==> src/rtl/program_loader_pkg.sv <==
// Shared constants and state encoding for the boot-time program loader.
package program_loader_pkg;

   // Widths track the processor/memory address and data buses.
   localparam int unsigned DefaultAddrW    = 8;
   localparam int unsigned DefaultDataW    = 8;
   localparam logic [7:0]  DefaultSyncByte = 8'hA5;

   typedef enum logic [2:0] {
      StIdle,
      StLen,
      StData,
      StChk,
      StDone,
      StErr
   } state_e;

   // True while a frame is being received (LEN/DATA/CHK).
   function automatic logic is_frame_state(input state_e s);
      return (s == StLen) || (s == StData) || (s == StChk);
   endfunction

endpackage

==> src/rtl/loader_checksum.sv <==
// Modulo-2^W byte accumulator with synchronous clear and add-enable.
module loader_checksum #(
   parameter int unsigned W = 8
) (
   input  logic         clk,
   input  logic         reset,
   input  logic         clear,
   input  logic         add_en,
   input  logic [W-1:0] data,
   output logic [W-1:0] sum
);

   always_ff @(posedge clk or posedge reset) begin
      if (reset) begin
         sum <= '0;
      end else if (clear) begin
         sum <= '0;
      end else if (add_en) begin
         sum <= sum + data;
      end
   end

endmodule

==> src/rtl/program_loader.sv <==
// Framed byte-stream loader: writes SYNC/LEN/payload/CHK frames into memory and holds the CPU
// in reset until a frame checks out. Inter-byte timeout is compiled in with LOADER_TIMEOUT_EN.
module program_loader
   import program_loader_pkg::*;
#(
   parameter int unsigned          ADDR_W         = DefaultAddrW,
   parameter int unsigned          DATA_W         = DefaultDataW,
   parameter logic [ADDR_W-1:0]    START_ADDR     = '0,
   parameter logic [DATA_W-1:0]    SYNC_BYTE      = DefaultSyncByte,
   parameter int unsigned          TIMEOUT_CYCLES = 1024
) (
   input  logic              clk,
   input  logic              reset,
   input  logic [DATA_W-1:0] rx_data,
   input  logic              rx_valid,
   output logic              rx_ready,
   output logic [ADDR_W-1:0] mem_addr,
   output logic [DATA_W-1:0] mem_data,
   output logic              mem_write,
   output logic              cpu_reset,
   output logic              busy,
   output logic              done,
   output logic              error
);

   // One extra bit so LEN=0 can stand for 2^DATA_W bytes.
   localparam int unsigned CntW = DATA_W + 1;

   state_e            state_q;
   logic [CntW-1:0]   cnt_q;
   logic              rx_ready_q;
   logic              mem_write_q;
   logic              cpu_reset_q;
   logic              busy_q;
   logic              done_q;
   logic              error_q;
   logic [ADDR_W-1:0] mem_addr_q;
   logic [DATA_W-1:0] mem_data_q;

   logic              accept;
   logic              start;
   logic              sum_add;
   logic [DATA_W-1:0] sum;

   assign accept  = rx_valid & rx_ready_q;
   // A sync byte only restarts outside a frame; inside one it is plain data.
   assign start   = accept && (rx_data == SYNC_BYTE) && !is_frame_state(state_q);
   assign sum_add = accept && (state_q == StData);

   loader_checksum #(
      .W (DATA_W)
   ) u_checksum (
      .clk    (clk),
      .reset  (reset),
      .clear  (start),
      .add_en (sum_add),
      .data   (rx_data),
      .sum    (sum)
   );

`ifdef LOADER_TIMEOUT_EN
   localparam int unsigned ToW = $clog2(TIMEOUT_CYCLES + 1);
   logic [ToW-1:0] to_cnt_q;
`else
   logic unused_timeout;
   assign unused_timeout = ^TIMEOUT_CYCLES;
`endif

   always_ff @(posedge clk or posedge reset) begin
      if (reset) begin
         state_q     <= StIdle;
         cnt_q       <= '0;
         rx_ready_q  <= 1'b0;
         mem_write_q <= 1'b0;
         cpu_reset_q <= 1'b1;
         busy_q      <= 1'b0;
         done_q      <= 1'b0;
         error_q     <= 1'b0;
         mem_addr_q  <= START_ADDR;
         mem_data_q  <= '0;
`ifdef LOADER_TIMEOUT_EN
         to_cnt_q    <= '0;
`endif
      end else begin
         rx_ready_q  <= 1'b1;
         mem_write_q <= 1'b0;
         // Advance the address once the write it carried has been presented.
         if (mem_write_q) begin
            mem_addr_q <= mem_addr_q + ADDR_W'(1);
         end
`ifdef LOADER_TIMEOUT_EN
         if (accept) begin
            to_cnt_q <= '0;
         end
`endif
         if (start) begin
            state_q     <= StLen;
            busy_q      <= 1'b1;
            cpu_reset_q <= 1'b1;
            done_q      <= 1'b0;
            error_q     <= 1'b0;
            mem_addr_q  <= START_ADDR;
         end else if (accept) begin
            case (state_q)
               StLen: begin
                  cnt_q   <= (rx_data == '0) ? {1'b1, {DATA_W{1'b0}}} : {1'b0, rx_data};
                  state_q <= StData;
               end
               StData: begin
                  mem_data_q  <= rx_data;
                  mem_write_q <= 1'b1;
                  cnt_q       <= cnt_q - CntW'(1);
                  if (cnt_q == CntW'(1)) begin
                     state_q <= StChk;
                  end
               end
               StChk: begin
                  busy_q <= 1'b0;
                  if (rx_data == sum) begin
                     state_q     <= StDone;
                     done_q      <= 1'b1;
                     cpu_reset_q <= 1'b0;
                  end else begin
                     state_q <= StErr;
                     error_q <= 1'b1;
                  end
               end
               default: ;
            endcase
         end
`ifdef LOADER_TIMEOUT_EN
         else if (busy_q) begin
            if (to_cnt_q == ToW'(TIMEOUT_CYCLES - 1)) begin
               state_q     <= StErr;
               error_q     <= 1'b1;
               busy_q      <= 1'b0;
               cpu_reset_q <= 1'b1;
               to_cnt_q    <= '0;
            end else begin
               to_cnt_q <= to_cnt_q + ToW'(1);
            end
         end
`endif
      end
   end

   assign rx_ready  = rx_ready_q;
   assign mem_addr  = mem_addr_q;
   assign mem_data  = mem_data_q;
   assign mem_write = mem_write_q;
   assign cpu_reset = cpu_reset_q;
   assign busy      = busy_q;
   assign done      = done_q;
   assign error     = error_q;

endmodule

==> config.mk <==
export PLATFORM = sky130hd
export DESIGN_NAME = program_loader
export DESIGN_NICKNAME = d
export VERILOG_FILES = /design/src/rtl/program_loader_pkg.sv /design/src/rtl/loader_checksum.sv /design/src/rtl/program_loader.sv
export SDC_FILE = /design/constraint.sdc
export NUM_CORES = 1
export LEC_CHECK = 0
export ABC_CLOCK_PERIOD_IN_PS = 1920
export CAP_MARGIN = 20
export CELL_PAD_IN_SITES_DETAIL_PLACEMENT = 1
export CELL_PAD_IN_SITES_GLOBAL_PLACEMENT = 2
export CORE_ASPECT_RATIO = 1.75
export CORE_MARGIN = 2
export CORE_UTILIZATION = 32
export DETAILED_ROUTE_END_ITERATION = 16
export PLACE_DENSITY = 0.83
export SLEW_MARGIN = 5
export SYNTH_ARGS = -nofsm -noshare
export SYNTH_HDL_FRONTEND = slang
export SYNTH_HIERARCHICAL = 1
export SYNTH_SLANG_ARGS = --single-unit
==> constraint.sdc <==
create_clock -name clk -period 1.92 [get_ports clk]
set_input_delay 0.384 -clock clk [delete_from_list [all_inputs] [get_ports clk]]
set_output_delay 0.384 -clock clk [all_outputs]
set_load 0.05 [all_outputs]
==> results.json, run 1 <==
{
  "fp.dieW_um": 70.5,
  "syn-instance-count": 241,
  "cp.arrival_ns": 2.10,
  "first_global_vias": 2388,
  "seq_area_frac_synth_pct": 42.5,
  "drc": 0,
  "clock_skew_ns": 0.00439,
  "fin_crit_sh_pct": 98.0,
  "viasPerCell": 5.34,
  "synth-async-reset-ratio_pct": 100,
  "cp.required_ns": 2.14,
  "synth_edf_count": 0,
  "crit_type": "flop to flop",
  "via_count": 2183,
  "track_usage_pct": 18.3,
  "syn-num-nets": 263,
  "grt_max_degree": 35,
  "mostFrequentLayoutCell": "buf_4",
  "ctsHtreeMaxLevel": 2,
  "rsz0062_at_grt": "true",
  "setup-tns-final_ns": 0,
  "crit_buf_inv": 0,
  "clockBufferDepth": 2,
  "clock-root-buffer": "clkbuf_16",
  "utilization_pct": 45.1,
  "cts.reportedPaths.clkPinSlew_ns": 0.06,
  "vdd_drop_max_uv": 556,
  "hold_path_class": "input pin to asynchronous set/reset pin",
  "slew_headroom_pct": 66.8,
  "cts_buffers": 5,
  "ios": 33,
  "yosysWarnings": 6,
  "p_per_area_mw_per_mm2": 1550,
  "synth_top_cell_by_area": "dfrtp_1",
  "synth.area.top_cells": "dfrtp_1 (41%), ha_1 (5.1%), xnor2_1 (4.6%)",
  "final_area_mm2": 0.00339,
  "slew_violations": 0,
  "p_leak_nw": 1.46,
  "routed_wl_um": 7230,
  "startpoint_type": "flop",
  "dp.cells": 398,
  "cts_hold_buf": 0,
  "io_buffers": 32,
  "worst_pin_slew_ns": 0.497,
  "max_freq_ghz": 0.531,
  "tritoncts": "built",
  "antenna_cells": 0,
  "drive_gt1_share_pct": 35.2,
  "syn_area_mm2": 0.00248,
  "grt_pass1_wl_um": 12000,
  "cp-end-kind": "flop",
  "yosysUniqueCellTypes": 60,
  "routabilityCongestion": 0.784,
  "dr.pass1.iters": 4,
  "max-cap-violations": 0,
  "core_area_mm2": 0.00751,
  "cp_slowest_cell": "or3b_4",
  "finalPower_mw": 5.26,
  "antenna_left": 0,
  "worstSkewPairLatency_ns": 0.29,
  "dp_hpwl_um": 5400,
  "num_rows": 42,
  "syn_to_final_growth_pct": 36.9,
  "placed_cell_area_mm2": 0.00314,
  "setup_viol": 0,
  "ys.flop_type": "dfrtp_1",
  "cpPeakStageDelay_ns": 0.44,
  "layout_min_cycle_time_ns": 1.88,
  "status": "finished clean",
  "synth-seq-cells": 42,
  "synth_top_area_share_pct": 41.4,
  "drtIter0Drc": 85,
  "antenna_found_initial": 0,
  "cp_top_family": "simple AND/OR/NAND/NOR gates",
  "die_area_mm2": 0.00849,
  "final_hold_viol_count": 0,
  "final_net_count": 342,
  "die_y_um": 120,
  "start_util_pct": 33.0,
  "final-instance-count-excl-fill": 409,
  "cp_max_fo": 4,
  "overflow": 0,
  "clock_sinks": 42,
  "wire_per_inst_um": 17.7,
  "crit_chain": "or3b_4, nor2_8, nand2_2, or2_1, mux2_4, a21o_1, a21oi_2",
  "final_cell_mix": "buf_4 (66), dfrtp_1 (40), nor2_1 (27)",
  "syn_area_per_cell_um2": 10.3
}
logic make-up after synthesis:
logic type / share of synthesized area [%]
buffers and inverters: 3.94
muxes: 7.12
AOI/OAI and AO/OA: 15.5
adders and majority gates: 5.86
DFF: 42.5
xor gates and xnor gates: 6.72
other: 0.151
and+or+nand+nor: 18.2
report_power, final:
part	total (mW)	switching [mW]	internal [mW]
combinational	2.73	1.57	1.16
sequential	1.65	0.380	1.27
clock	0.885	0.369	0.515
registers in the layout, summed over array words and instances (netlist names), 3 cells and up:
register / count
u_checksum/sum: 8
cnt_q: 9
state_q: 3
mem_data: 8
mem_addr: 8
what timing repair did:
action	CTS	global route
buffers inserted	2	1
pin swaps	5	7
setup endpoints to repair	19	6
resized for setup	13	9
endpoints found under the hold margin	0	0
layout make-up:
type                       instances  area [µm²]
inverter                           8        30.0
sequential                        42        1050
fill                             859        4120
tap                               88         110
clock inverter                     2        12.5
multi-input combinational        183        1420
timing repair buffer              80         631
clock buffer                       6         139
per-stage QoR:
| step | worst slack, ns | hold slack [ns] |
|---|---|---|
| 6_report | 0.0384 | 0.388 |
| 5_1_grt | -0.0389 | 0.435 |
| 4_1_cts | 0.0207 | 0.398 |
| 3_5_place_dp | -0.474 | 0.498 |
| 3_3_place_gp | -0.447 | 0.467 |
| 2_1_floorplan | -0.136 | 0.200 |
cells in the mapped netlist, types with 2 or more instances:
cell	n
a211oi_1	3
a21o_1	3
a21o_2	2
a21oi_1	15
a22oi_1	2
buf_6	3
clkbuf_1	2
dfrtp_1	41
ha_1	10
inv_1	8
mux2_2	9
mux2i_1	6
nand2_1	11
nand3_1	8
nand4_1	5
nand4bb_1	2
nor2_1	27
nor3_1	4
nor3_2	2
o21ai_0	10
o21ai_1	3
o21bai_1	2
o2bb2ai_1	3
o32ai_1	3
or3_1	3
or4_1	3
xnor2_1	13
xor2_1	6
worst paths after layout:
check / from / end / cells past startpoint / slack (ns)
min: reset / u_checksum/sum[7] / 2 / 0.39
min reg2reg: busy / busy / 1 / 0.50
max reg2reg: state_q[2] / u_checksum/sum[7] / 7 / 0.04
max in group asynchronous: reset / rx_ready / 3 / 1.03
min in group clk: busy / busy / 1 / 0.50
max: state_q[2] / u_checksum/sum[7] / 7 / 0.04
worst reg2reg max path, stage by stage (launching register included):
cell and delay, ns:
dfrtp_1 0.39, or3b_4 0.44, nor2_8 0.15, nand2_2 0.06
or2_1 0.23, mux2_4 0.27, a21o_1 0.17, a21oi_2 0.12
routing by layer:
metal | track usage [%] | wire (µm) | vias up
met1 | 19.8 | 2760 | 1102
met2 | 33.5 | 4090 | 32
li1 | - | - | 1031
met5 | 0 | 0 | -
met4 | 9.25 | 235 | 0
met3 | 2.83 | 143 | 18
Note: power is estimated with default switching activity, not from simulation.
==> inputs of run 2 (changes only) <==
- PLACE_DENSITY: 0.83 -> unset
- PLACE_DENSITY_LB_ADDON: unset -> 0.1
- SETUP_SLACK_MARGIN: unset -> 0.05
==> run 2 against run 1 <==
Clock-buffer cell count is 2 higher. Via count fell by 1.1%. Sequential share of layout area fell by 0.75 points. Register-to-register slack improved by 0.04 ns. Sequential power about the same. Non-clock buffer count grew 4. Flip-flop and latch count is the same. Critical path type unchanged. Critical endpoint unchanged. Largest power group unchanged.
==> results.json, run 2 (synthesis results as in run 1) <==
{
  "start_util_pct": 33.0,
  "overflow": 0,
  "p_per_area_mw_per_mm2": 1550,
  "setup-tns-final_ns": 0,
  "cp.arrival_ns": 2.06,
  "ios": 33,
  "ctsHtreeMaxLevel": 2,
  "dp.cells": 405,
  "crit_type": "flop to flop",
  "n_fill_cell": 860,
  "hold_path_class": "input pin to asynchronous set/reset pin",
  "antenna_cells": 0,
  "startpoint_type": "flop",
  "cts.reportedPaths.clkPinSlew_ns": 0.06,
  "rsz0062_at_grt": "true",
  "finalPower_mw": 5.40,
  "mostFrequentLayoutCell": "buf_4",
  "final_net_count": 346,
  "track_usage_pct": 18.3,
  "dp_hpwl_um": 5510,
  "via_count": 2159,
  "tritoncts": "built",
  "placed_cell_area_mm2": 0.00321,
  "worst_pin_slew_ns": 0.500,
  "vdd_drop_max_uv": 678,
  "dr.pass1.iters": 4,
  "io_buffers": 32,
  "routed_wl_um": 7180,
  "final_hold_viol_count": 0,
  "clockBufferDepth": 2,
  "max-cap-violations": 0,
  "max_freq_ghz": 0.544,
  "cp_top_family": "simple AND/OR/NAND/NOR gates",
  "final-instance-count-excl-fill": 413,
  "setup_viol": 0,
  "cp-end-kind": "flop",
  "grt_pass1_wl_um": 11900,
  "cp_max_fo": 3,
  "clock_sinks": 42,
  "die_area_mm2": 0.00849,
  "drc": 0,
  "antenna_left": 0,
  "drtIter0Drc": 50,
  "worstSkewPairLatency_ns": 0.29,
  "cpPeakStageDelay_ns": 0.44,
  "fin_crit_sh_pct": 95.7,
  "top_register": "cnt_q",
  "clock_skew_ns": 0.00237,
  "startpoint": "state_q[0]",
  "die_y_um": 120,
  "cp_slowest_cell": "or3b_4",
  "drive_gt1_share_pct": 35.7,
  "num_rows": 42,
  "slew_violations": 0,
  "grt_max_degree": 35,
  "final_cell_mix": "buf_4 (64), dfrtp_1 (40), nor2_1 (26)",
  "r2r-start": "state_q[0]",
  "core_area_mm2": 0.00751,
  "slew_headroom_pct": 66.6,
  "crit_buf_inv": 0,
  "first_global_vias": 2323,
  "clock-root-buffer": "clkbuf_16",
  "cts_hold_buf": 0,
  "largest_reg_flops": 9,
  "antenna_found_initial": 0,
  "cp.required_ns": 2.14,
  "syn_to_final_growth_pct": 40.3,
  "wire_per_inst_um": 17.4,
  "crit_chain": "or3b_4, nor2_8, nand2_2, nand4bb_1, mux2_4, a21o_1, a21oi_2",
  "post_cts_buffers": 0,
  "routabilityCongestion": 0.843,
  "p_leak_nw": 1.48,
  "layout_min_cycle_time_ns": 1.84,
  "viasPerCell": 5.23,
  "cts_buffers": 5,
  "final_area_mm2": 0.00347,
  "fp.dieW_um": 70.5,
  "status": "finished clean"
}
## run 2: path summary, 6_finish.rpt
| check | slack (ns) | cells after the start | end |
|---|---|---|---|
| setup / recovery | 0.08 | 7 | u_checksum/sum[7] |
| hold / removal | 0.41 | 2 | u_checksum/sum[3] |
| setup reg to reg | 0.08 | 7 | u_checksum/sum[7] |
| hold reg to reg | 0.51 | 1 | mem_data[2] |
| max in group asynchronous | 1.18 | 3 | cpu_reset |
| min in group clk | 0.50 | 3 | mem_data[4] |
## run 2: timing repair
item | 4_1_cts | 5_1_grt
pin swaps | 7 | 5
gates resized for setup | 18 | 15
gates cloned | 0 | 0
endpoints found under the hold margin | 0 | 0
setup endpoints to repair | 33 | 15
## run 2: through the flow
stage	setup slack (ns)	util [%]	hold slack [ns]
global placement	-0.521	42.8	0.484
finish	0.0829	46.2	0.411
floorplan	-0.136	-	0.200
global route	0.00644	46.2	0.465
detailed placement	-0.573	42.8	0.498
CTS	0.0262	45.6	0.434
## run 2: layer usage
| layer | share of wire, % | up-vias | wire (µm) | track usage (%) |
|---|---|---|---|---|
| met5 | 0 | - | 0 | 0 |
| met4 | 3.2 | 0 | 228 | 8.77 |
| met3 | 2.3 | 15 | 163 | 2.50 |
| met2 | 57 | 34 | 4110 | 34.2 |
| met1 | 37 | 1067 | 2670 | 19.8 |
| li1 | - | 1043 | - | - |
## run 2: layout make-up
cell class	instances	area [µm²]	area share [%]
flip-flops and latches	42	1050	30.3
multi-input cells	183	1430	41.3
clock buffers	8	166	4.79
inverters	8	30.0	0.864
repair buffers	84	681	19.6
well taps	88	110	3.17
## run 2: power breakdown
group          internal, mW  switching, mW
Combinational          1.25           1.60
Clock                 0.589          0.346
Sequential             1.27          0.350
==> inputs of run 3 (changes only) <==
- CORE_UTILIZATION: 32 -> 36
- DONT_BUFFER_PORTS: unset -> 1
- GPL_ROUTABILITY_DRIVEN: unset -> 1
- SETUP_SLACK_MARGIN: 0.05 -> unset
==> run 3 against run 2 <==
Global-route usage rose by 0.55 points. Die area decreased by 11%. Total power shrank 10%. Setup slack worse by 0.066 ns. Highest routed layer unchanged. Register-to-register slack got worse by 0.07 ns.
==> results.json, run 3 (synthesis results as in run 1) <==
{
  "routabilityCongestion": 0.749,
  "cp_max_fo": 5,
  "drive_gt1_share_pct": 27.1,
  "fin_crit_sh_pct": 99.1,
  "cts_buffers": 5,
  "wire_per_inst_um": 18.7,
  "final_cell_mix": "dfrtp_1 (40), buf_4 (33), nor2_1 (27)",
  "p_comb_share_pct": 40.4,
  "area.sequential_mm2": 0.00105,
  "drtIter0Drc": 45,
  "cp.required_ns": 2.14,
  "dr.pass1.iters": 6,
  "overflow": 0,
  "startpoint": "state_q[2]",
  "rsz0062_at_grt": "true",
  "pwr-share-seq_pct": 42.6,
  "final_area_mm2": 0.00301,
  "vdd_drop_max_uv": 715,
  "clockPowerShare_pct": 17.0,
  "slew_headroom_pct": 64.3,
  "final_net_count": 298,
  "p_per_area_mw_per_mm2": 1610,
  "top_register": "cnt_q",
  "num_rows": 40,
  "final-instance-count-excl-fill": 361,
  "clock_sinks": 42,
  "syn_to_final_growth_pct": 21.7,
  "io_buffers": 0,
  "whs_ns": 0.0934,
  "multi_input_area_mm2": 0.00139,
  "dp_hpwl_um": 4990,
  "die_y_um": 114,
  "finalWorstSetupSlack_ns": 0.0169,
  "p_leak_nw": 1.23,
  "routed_wl_um": 6740,
  "ios": 33,
  "crit_type": "flop to flop",
  "cp.arrival_ns": 2.12,
  "track_usage_pct": 18.9,
  "netSwitchingFraction_pct": 44.7,
  "worstSkewPairLatency_ns": 0.29,
  "utilization_pct": 44.6,
  "n_fill_cell": 777,
  "antenna_found_initial": 0,
  "clock_skew_ns": 0.00625,
  "drc": 0,
  "cts.reportedPaths.clkPinSlew_ns": 0.06,
  "grt_max_degree": 35,
  "grt_pass1_wl_um": 10500,
  "final_hold_viol_count": 0,
  "internal-power_mw": 2.69,
  "cp-end-kind": "flop",
  "fp.dieW_um": 66.7,
  "clockBufferDepth": 2,
  "mostFrequentLayoutCell": "dfrtp_1",
  "dp.cells": 345,
  "viasPerCell": 5.42,
  "dp_slack_ns": -0.0990,
  "core_area_mm2": 0.00676,
  "largest_reg_flops": 9,
  "worst_pin_slew_ns": 0.535,
  "via_count": 1957,
  "max_freq_ghz": 0.525,
  "start_util_pct": 36.6,
  "setup_viol": 0,
  "tritoncts": "built",
  "finalPower_mw": 4.86,
  "placed_cell_area_mm2": 0.00274,
  "antenna_cells": 0,
  "setup-tns-final_ns": 0,
  "die_area_mm2": 0.00758,
  "first_global_vias": 2122,
  "p_switching_mw": 2.17,
  "max-cap-violations": 0,
  "ctsHtreeMaxLevel": 2,
  "status": "finished clean",
  "r2r-start": "state_q[2]",
  "slew_violations": 0,
  "clock-root-buffer": "clkbuf_16",
  "startpoint_type": "flop",
  "hold_path_class": "input pin to asynchronous set/reset pin",
  "antenna_left": 0,
  "layout_min_cycle_time_ns": 1.90
}
-- run 3: cell types whose count changed in the layout (fill, tap and decap cells not counted), sizes merged --
cell           change
clkdlybuf4s15      -2
dlygate4sd3        +1
dlygate4sd2        -3
buf               -32
clkbuf             -1
dlymetal6s2s       -1
clkdlybuf4s50     -10
-- run 3: layout make-up --
| type | count | area share, % |
|---|---|---|
| clock buffers | 8 | 4.52 |
| inverters | 8 | 0.996 |
| multi-input cells | 183 | 46.0 |
| flip-flops and latches | 42 | 35.0 |
| well taps | 84 | 3.49 |
| repair buffers | 36 | 10.0 |
-- run 3: timing repair --
item	in CTS	in global routing
gates cloned	0	1
hold buffers	1	0
pin swaps	1	5
endpoints found under the hold margin	8	0
endpoints found under the setup margin	1	5
gates resized for setup	2	6
setup buffers	0	6
-- run 3: layer usage --
| layer | up-vias | part of all wire, % | track usage (%) |
|---|---|---|---|
| li1 | 946 | - | - |
| met1 | 974 | 36 | 19.7 |
| met2 | 28 | 58 | 35.5 |
| met3 | 9 | 3.6 | 3.85 |
| met4 | 0 | 1.9 | 7.35 |
| met5 | - | 0 | 0 |
-- run 3: worst paths after layout --
kind	endpoint	slack, ns	depth (start not counted)
min in group clk	cnt_q[0]	0.23	2
max	u_checksum/sum[7]	0.02	7
max reg2reg	u_checksum/sum[7]	0.02	7
max in group asynchronous	u_checksum/sum[2]	1.15	2
min	mem_data[5]	0.09	2
min reg2reg	cnt_q[6]	0.51	1
-- run 3: worst max-delay path: stages (launching register included) --
cell,delay [ns]
dfrtp_1,0.38
or3b_4,0.44
nor2_8,0.18
nand2_2,0.07
nand4bb_1,0.18
mux2_4,0.29
a21o_1,0.18
a21oi_2,0.13
-- run 3: power by group through the flow --
| stage | combinational, mW | clock (mW) | sequential (mW) |
|---|---|---|---|
| final | 1.96 | 0.828 | 2.07 |
| after global placement | 1.82 | 0 | 2.07 |
| after detailed placement | 1.85 | 0 | 2.09 |
| after global routing | 2.17 | 0.883 | 2.13 |
| after floorplan | 1.12 | 0 | 2.20 |
| after CTS | 1.87 | 0.860 | 2.07 |
